File: config.mk
export PLATFORM = sky130hd
export DESIGN_NAME = md_issue_ctrl
export DESIGN_NICKNAME = d
export VERILOG_FILES = /design/src/rtl/md_issue_ctrl.sv
export SDC_FILE = /design/constraint.sdc
export NUM_CORES = 1
export LEC_CHECK = 0
export ABC_CLOCK_PERIOD_IN_PS = 2600
export BUFFER_PORTS_ARGS = -buffer_cell sky130_fd_sc_hd__buf_2
export CORE_AREA = 2 2 39 41
export CTS_BUF_LIST = sky130_fd_sc_hd__clkbuf_4
export DETAILED_ROUTE_END_ITERATION = 6
export DIE_AREA = 0 0 41 43
export SLEW_MARGIN = 20
export SYNTH_ARGS = -nofsm -noshare
export SYNTH_HDL_FRONTEND = slang
export SYNTH_SLANG_ARGS = --single-unit
File: constraint.sdc
create_clock -name clk -period 2.6 [get_ports clk]
set_input_delay 0.39 -clock clk [delete_from_list [all_inputs] [get_ports clk]]
set_output_delay 0.39 -clock clk [all_outputs]
set_load 0.005 [all_outputs]
File: src/rtl/md_issue_ctrl.sv
// Issue/stall controller for the multiply/divide unit: registers the D-stage MD op into E,
// pulses e_start for long ops and shadows the MDU latency. Optional macro: MD_MSUB_EN (msub as long op).
module md_issue_ctrl #(
  parameter int MULT_CYCLES = 5,
  parameter int DIV_CYCLES  = 10
) (
  input  logic       clk,
  input  logic       reset,
  input  logic       d_valid,
  input  logic [3:0] d_op,
  input  logic       e_flush,
  input  logic       md_busy,
  output logic [3:0] e_op,
  output logic       e_start,
  output logic       stall,
  output logic       md_err
);

  localparam int CW = (DIV_CYCLES <= 15) ? 4 : $clog2(DIV_CYCLES + 1);

  logic [CW-1:0] cnt;
  logic [CW-1:0] cnt_next;
  logic          d_md;
  logic          d_long;
  logic          busy_eff;
  logic          issue;
  logic          e_mult_class;

  // Decode the D-stage op class; codes outside the table behave like "none".
  always_comb begin
    d_md   = 1'b0;
    d_long = 1'b0;
    case (d_op)
      4'd1, 4'd2, 4'd3, 4'd4: begin
        d_md   = 1'b1;
        d_long = 1'b1;
      end
      4'd5, 4'd6, 4'd7, 4'd8: d_md = 1'b1;
`ifdef MD_MSUB_EN
      4'd9: begin
        d_md   = 1'b1;
        d_long = 1'b1;
      end
`endif
      default: ;
    endcase
  end

  // MDU contract: e_start is a single-cycle request alongside e_op; the MDU raises md_busy
  // from the following cycle for exactly the op latency. e_start covers that first gap cycle.
  assign busy_eff     = e_start | (cnt != '0);
  assign stall        = d_valid & d_md & busy_eff;
  assign issue        = d_valid & d_md & ~e_flush & ~stall;
  assign e_mult_class = (e_op == 4'd1) | (e_op == 4'd2) | (e_op == 4'd9);

  always_comb begin
    cnt_next = cnt;
    if (e_start) begin
      cnt_next = e_mult_class ? CW'(MULT_CYCLES) : CW'(DIV_CYCLES);
    end else if (cnt != '0) begin
      cnt_next = cnt - CW'(1);
    end
  end

  always_ff @(posedge clk) begin
    if (reset) begin
      e_op    <= 4'd0;
      e_start <= 1'b0;
      cnt     <= '0;
      md_err  <= 1'b0;
    end else begin
      e_op    <= issue ? d_op : 4'd0;
      e_start <= issue & d_long;
      // A flush only kills the incoming op; an in-flight MDU op keeps counting.
      cnt     <= cnt_next;
      md_err  <= md_err | (md_busy != (cnt != '0));
    end
  end

endmodule

==> results by group, run 1 <==
Status
  • Status: complete, no violations

Yosys
  • Syn_area_per_cell: 9.25 um^2
  • Post-synthesis async set-or-reset flop share: 0%
  • Ys flop type: dfxtp_1
  • Number of synthesized flops with an enable pin: 0
  • Xor/xnor share of the synthesized area: 7.14%
  • Register area share after synthesis: 40.8%
  • Synth Net Count: 64
  • Post-Syn Instances: between 50 and 60
  • Synth Area in Simple Gates: 27.6%
  • Distinct cells, synth: 23
  • Compound-Gate Fraction of Synth Area: 12.2%
  • Cell area after synthesis: 490 um^2
  • Cell taking the most area after synthesis: dfxtp_1
  • Synth cell count leaders: 10 x dfxtp_1, 8 x inv_1, 6 x nor3_1
  • Adder-Cell Fraction of Synth Area: 5.10%
  • Main combinational cell family by area after synthesis: simple AND/OR/NAND/NOR gates
  • Synth warn: 0
  • Post-synth top area share: 40.8%
  • Multiplexer share of the synthesized area: 0%
  • Most frequent cell after synthesis: dfxtp_1
  • Area contributors post-synth: dfxtp_1 41%, nor3_1 6.1%, inv_1 6.1%, xnor2_1 5.4%, ha_1 5.1%
  • #FFs+latches synth: 10

Timing
  • FMAX: around 480 MHz
  • Final Hold Vio Count: 0
  • Crit share post-route: 79.5%
  • Slew margin rel.: 76.5%
  • Setup TNS: 0 ns
  • Actual slew at the worst max-slew pin: between 0.3 and 0.4 ns
  • Final min period: 2.07 ns
  • # setup viols final: 0
  • Unrepaired setup endpoints after global routing: false
  • Setup Skew: 0.00281 ns
  • Slew Limit Fails: 0

CTS
  • CTS HTree Levels: 1
  • Post-CTS Setup Inserts: 0
  • CTS sink cnt: 10
  • Clock Pin Slew Worst Setup and Hold Paths: 0.06 ns
  • Clk_lat worst skew: 0.26 ns
  • Number of CTS-inserted buffers: 3
  • Clock root buffer: clkbuf_4
  • TritonCTS clock tree: done
  • Max clock buf depth: 2
  • Post-CTS sizing: 0
  • Hold Buf Count CTS: 0

Global route
  • Initial antenna violation count: 0
  • Largest net degree at the start of global routing: 7
  • Total gr overflow: 0
  • First-pass GRT wire length: 1.75 mm
  • Number of global-route vias before repair: 424
  • Gr usage total: 15.7%

Worst setup path
  • Crit-path cells: inv_1 -> ha_1 -> or3b_1 -> nor2_1 -> nor2_1 -> buf_2
  • Reg-to-reg startpoint: cnt[0]$_SDFFE_PP0N_
  • Most frequent CP cell: nor2_1
  • Critical Path Sink: stall
  • CP arrival: between 1.5 and 2 ns
  • Crit path max-delay family: simple AND/OR/NAND/NOR gates
  • CP Data Required Time: 2.21 ns
  • CP bufs+invs: 2
  • CP peak stage delay: 0.46 ns
  • Crit-path max FO: 6
  • CP max-delay cell: or3b_1
  • Cell count of the worst reg-to-reg path: 5
  • CP Launch Point: cnt[0]$_SDFFE_PP0N_
  • Reg-to-reg slack, setup: 0.76 ns
  • Critical Path Stages: 6
  • Crit. End Element: primary output
  • RR Endpoint: e_start$_SDFF_PP0_
  • Crit path kind: flip-flop to primary output
  • CP Launch Type: flip-flop

Flow run
  • Maxcap violations: 0

Hold path
  • Type of the worst min-delay path: input port to flip-flop
  • Worst Hold Launch: d_op[3]
  • Hold path depth: 2

Floorplanning
  • Die H: ~43 um
  • Die ar.: 1760 um^2
  • CORE AREA: 1380 um^2
  • Rows: 14
  • Die Wd: 41 um
  • I/O Pins: 16
  • Initial Utilization: a little over a third

Final layout
  • Fill cells: 139
  • Area of the multi-input gates: 255 um^2
  • Diodes inserted: 0
  • Post-route cell area: 607 um^2
  • Core Util, Final: 43.9%
  • Layout area overhead: 23.7%
  • Non-Filler Instances: 87
  • NumNets Final: 83
  • Sequential Area: 200 um^2
  • Share of cells above drive strength 1: 28.2%

Pwr
  • Comb power frac: between 40 and 50%
  • Clock Power Share: 18.5%
  • Leak: 0.279 nW
  • VDD IR-drop max: about 0.3 mV
  • Net switching power: 0.000204 W
  • Pint: approximately 0.00037 W
  • PD cells: 948 nW/um^2
  • Sw Ratio: a little over a third
  • Flop pwr share: 39.3%

Place
  • Dpl cells: 83
  • RD Place Congestion: 0.675
  • Port Buffer Count: 15
  • Placed Area: 581 um^2
  • Post-detail-place hpwl: 744 um

Route
  • Starting DRT DRC Count: 5
  • Via count: 434
  • Vias per cell: 4.99
  • Final WL: 958 um
  • DRC errors left: 0
  • Antenna-violating nets left: 0
  • Wire length per cell: around 11 um
  • DRT Pass-1 Iters: 2
-- logic make-up after synthesis --
group	Yosys count
compound gates	9
fa+ha+maj	2
flops	10
xor+xnor	4
buf+inv	9
simple gates	19
-- per-layer routing --
layer  global-route usage (%)  vias to the layer above  share of wire [%]
li1                         -                      225                  -
met3                     8.38                        0                6.1
met1                     15.6                      197                 42
met5                        0                        -                  0
met2                     24.1                       12                 52
met4                     10.0                        0                  0
-- placed cells by master, fill, tap and decap left out, types with 2 or more instances in the layout --
master | netlist | layout
buf_2 | 1 | 15
dfxtp_1 | 10 | 10
inv_1 | 8 | 8
nor3_1 | 6 | 6
nor2_1 | 3 | 3
xnor2_1 | 3 | 3
a21oi_1 | 3 | 3
clkbuf_4 | 0 | 3
nor4b_1 | 2 | 2
a211oi_1 | 2 | 2
ha_1 | 2 | 2
-- stage by stage --
stage               power [W]  hold slack (ns)  setup WS, ns
detailed placement   0.000472            0.435         0.781
CTS                  0.000587            0.346         0.505
finish               0.000575            0.356         0.533
floorplan            0.000423            0.436         0.852
global route         0.000634            0.348         0.380
global placement     0.000474            0.433         0.789
-- sequential cells by signal, summed over array words and instances (netlist names) --
register and flops:
cnt 4, e_op 4, e_start 1, md_err 1
-- power by group through the flow --
| stage | logic, W | registers (W) | clock network [W] |
|---|---|---|---|
| 2_1_floorplan | 0.000200 | 0.000223 | 0 |
| 3_3_place_gp | 0.000246 | 0.000228 | 0 |
| 3_5_place_dp | 0.000243 | 0.000229 | 0 |
| 4_1_cts | 0.000249 | 0.000226 | 0.000113 |
| 5_1_grt | 0.000280 | 0.000231 | 0.000123 |
| 6_report | 0.000243 | 0.000226 | 0.000106 |
-- worst min path at each step --
| stage | slack [ns] | to |
|---|---|---|
| floorplan | 0.44 | md_err$_SDFF_PP0_ |
| global placement | 0.43 | md_err$_SDFF_PP0_ |
| detailed placement | 0.43 | md_err$_SDFF_PP0_ |
| CTS | 0.35 | e_start$_SDFF_PP0_ |
| global route | 0.35 | cnt[1]$_SDFFE_PP0N_ |
| finish | 0.36 | e_start$_SDFF_PP0_ |
-- cell type report --
cell class                      count  share of cell area (%)
Clock buffer                        3                    3.71
Clock inverter                      1                   0.619
Inverter                            8                    4.95
Multi-Input combinational cell     34                    42.1
Sequential cell                    10                    33.0
Tap cell                           16                    3.30
Timing Repair Buffer               15                    12.4
No activity file was read; power rests on OpenSTA's default activity.
==> run 2, diff against run 1 <==
--- a/config.mk
+++ b/config.mk
@@ -5,7 +5,7 @@
 export SDC_FILE = /design/constraint.sdc
 export NUM_CORES = 1
 export LEC_CHECK = 0
-export ABC_CLOCK_PERIOD_IN_PS = 2600
+export ABC_CLOCK_PERIOD_IN_PS = 2100
 export BUFFER_PORTS_ARGS = -buffer_cell sky130_fd_sc_hd__buf_2
 export CORE_AREA = 2 2 39 41
 export CTS_BUF_LIST = sky130_fd_sc_hd__clkbuf_4
==> constraint.sdc (replaced) <==
create_clock -name clk -period 2.1 [get_ports clk]
set_input_delay 0.315 -clock clk [delete_from_list [all_inputs] [get_ports clk]]
set_output_delay 0.315 -clock clk [all_outputs]
set_load 0.005 [all_outputs]
==> results by group, run 2 (synthesis results as in run 1) <==
Floorplanning
  • Rows: 14
  • Die Wd: 41 um
  • Initial Utilization: roughly 35%
  • Die ar.: 1760 um^2
  • I/O Pins: 16
  • CORE AREA: approximately 1400 um^2
  • Die H: 43 um

Worst setup path
  • Crit-path max FO: 6
  • CP Launch Point: cnt[0]$_SDFFE_PP0N_
  • Reg-to-reg startpoint: cnt[0]$_SDFFE_PP0N_
  • RR Endpoint: e_start$_SDFF_PP0_
  • CP Data Required Time: 1.78 ns
  • Critical Path Sink: stall
  • Crit. End Element: primary output
  • Reg-to-reg slack, setup: about 0.32 ns
  • Cell count of the worst reg-to-reg path: 5
  • CP Launch Type: flip-flop
  • Crit path kind: flip-flop to primary output
  • CP arrival: 1.60 ns

CTS
  • Clock Pin Slew Worst Setup and Hold Paths: 0.06 ns
  • Max clock buf depth: 2
  • TritonCTS clock tree: done
  • Number of CTS-inserted buffers: 3
  • CTS HTree Levels: 1
  • Hold Buf Count CTS: 0
  • Clock root buffer: clkbuf_4
  • CTS sink cnt: 10
  • Clk_lat worst skew: 0.26 ns

Final layout
  • Fill cells: 149
  • Most common cell after layout, fill and taps aside: buf_2
  • Post-route cell area: 609 um^2
  • Layout area overhead: 24.2%
  • NumNets Final: 83
  • Most frequent cells in the layout: 15 x buf_2, 10 x dfxtp_1, 8 x inv_1
  • Biggest regs: cnt (4), e_op (4)
  • Share of cells above drive strength 1: 29.6%
  • Diodes inserted: 0

Place
  • Placed Area: 581 um^2
  • RD Place Congestion: 0.678
  • Post-detail-place hpwl: 749 um
  • Port Buffer Count: 15

Global route
  • First-pass GRT wire length: approximately 1.6 mm
  • Number of global-route vias before repair: 414
  • Largest net degree at the start of global routing: 7
  • Initial antenna violation count: 0
  • Total gr overflow: 0
  • Gr usage total: 13.6%

Timing
  • # setup viols final: 0
  • Final min period: ~1.9 ns
  • FMAX: approximately 520 MHz
  • Final Hold Vio Count: 0
  • Actual slew at the worst max-slew pin: 0.382 ns
  • Setup TNS: 0 ns
  • Slew margin rel.: roughly 74%
  • Setup Skew: 0.000831 ns
  • Unrepaired setup endpoints after global routing: false
  • Crit share post-route: about nine tenths
  • Slew Limit Fails: 0

Route
  • Via count: 434
  • Starting DRT DRC Count: 6
  • DRC errors left: 0
  • Antenna-violating nets left: 0
  • DRT Pass-1 Iters: 2
  • Final WL: approximately 950 um
  • Vias per cell: 4.99
  • Wire length per cell: approximately 11 um

Status
  • Status: complete, no violations

Pwr
  • PD cells: between 1000 and 1500 nW/um^2
  • VDD IR-drop max: around 0.4 mV
  • Leak: 0.279 nW

Hold path
  • Type of the worst min-delay path: input port to flip-flop

Flow run
  • Maxcap violations: 0
[run 2: cell counts in the layout (fill, tap and decap cells not counted)]
Identical to the previous run, type by type.
[run 2: where the power goes]
group          switching [W]  internal, W  total [W]
clock network      0.0000625    0.0000686   0.000131
logic               0.000146     0.000169   0.000315
registers          0.0000447     0.000236   0.000281
total               0.000253     0.000474   0.000727
[run 2: per-layer routing]
metal	global-route usage (%)	vias up	routed length (um)
met3	3.14	0	52
met2	21.9	12	482
li1	-	228	-
met1	15.3	194	417
met5	0	-	0
met4	8.00	0	0
[run 2: layout make-up]
| cell class | instances | area [um^2] | area share [%] |
|---|---|---|---|
| inverter | 8 | 30.0 | 4.93 |
| tap | 16 | 20.0 | 3.29 |
| timing repair buffer | 15 | 75.1 | 12.3 |
| clock inverter | 1 | 3.75 | 0.616 |
| multi-input combinational | 34 | 258 | 42.3 |
| clock buffer | 3 | 22.5 | 3.70 |
| sequential | 10 | 200 | 32.9 |
[run 2: what timing repair did]
action                                  4_1_cts  5_1_grt
resized for setup                             0        1
endpoints found under the setup margin        0        1
setup buffers                                 0        0
[run 2: worst min-delay path by stage]
stage	end	depth (start not counted)	startpoint
global route	e_start$_SDFF_PP0_	2	d_op[3]
floorplan	cnt[1]$_SDFFE_PP0N_	1	reset
finish	e_start$_SDFF_PP0_	2	d_op[3]
detailed placement	md_err$_SDFF_PP0_	2	md_err$_SDFF_PP0_
CTS	e_start$_SDFF_PP0_	2	d_op[3]
global placement	md_err$_SDFF_PP0_	2	md_err$_SDFF_PP0_
[run 2: stage by stage]
stage / total power, W / cells / hold slack [ns] / setup slack [ns] / utilization, %
floorplan: 0.000523 / 53 / 0.384 / 0.352 / -
detailed placement: 0.000584 / 83 / 0.435 / 0.270 / 42.0
global route: 0.000795 / 87 / 0.288 / 0.0682 / 44.0
finish: 0.000727 / 87 / 0.279 / 0.185 / 44.0
global placement: 0.000587 / 83 / 0.433 / 0.289 / 42.0
CTS: 0.000723 / 87 / 0.273 / 0.0945 / 43.9
[run 2: critical path: stages (launching register included)]
cell and delay [ns]:
dfxtp_1 0.34, inv_1 0.09, ha_1 0.16, or3b_4 0.42
nor2_1 0.15, nor2_1 0.06, buf_2 0.13
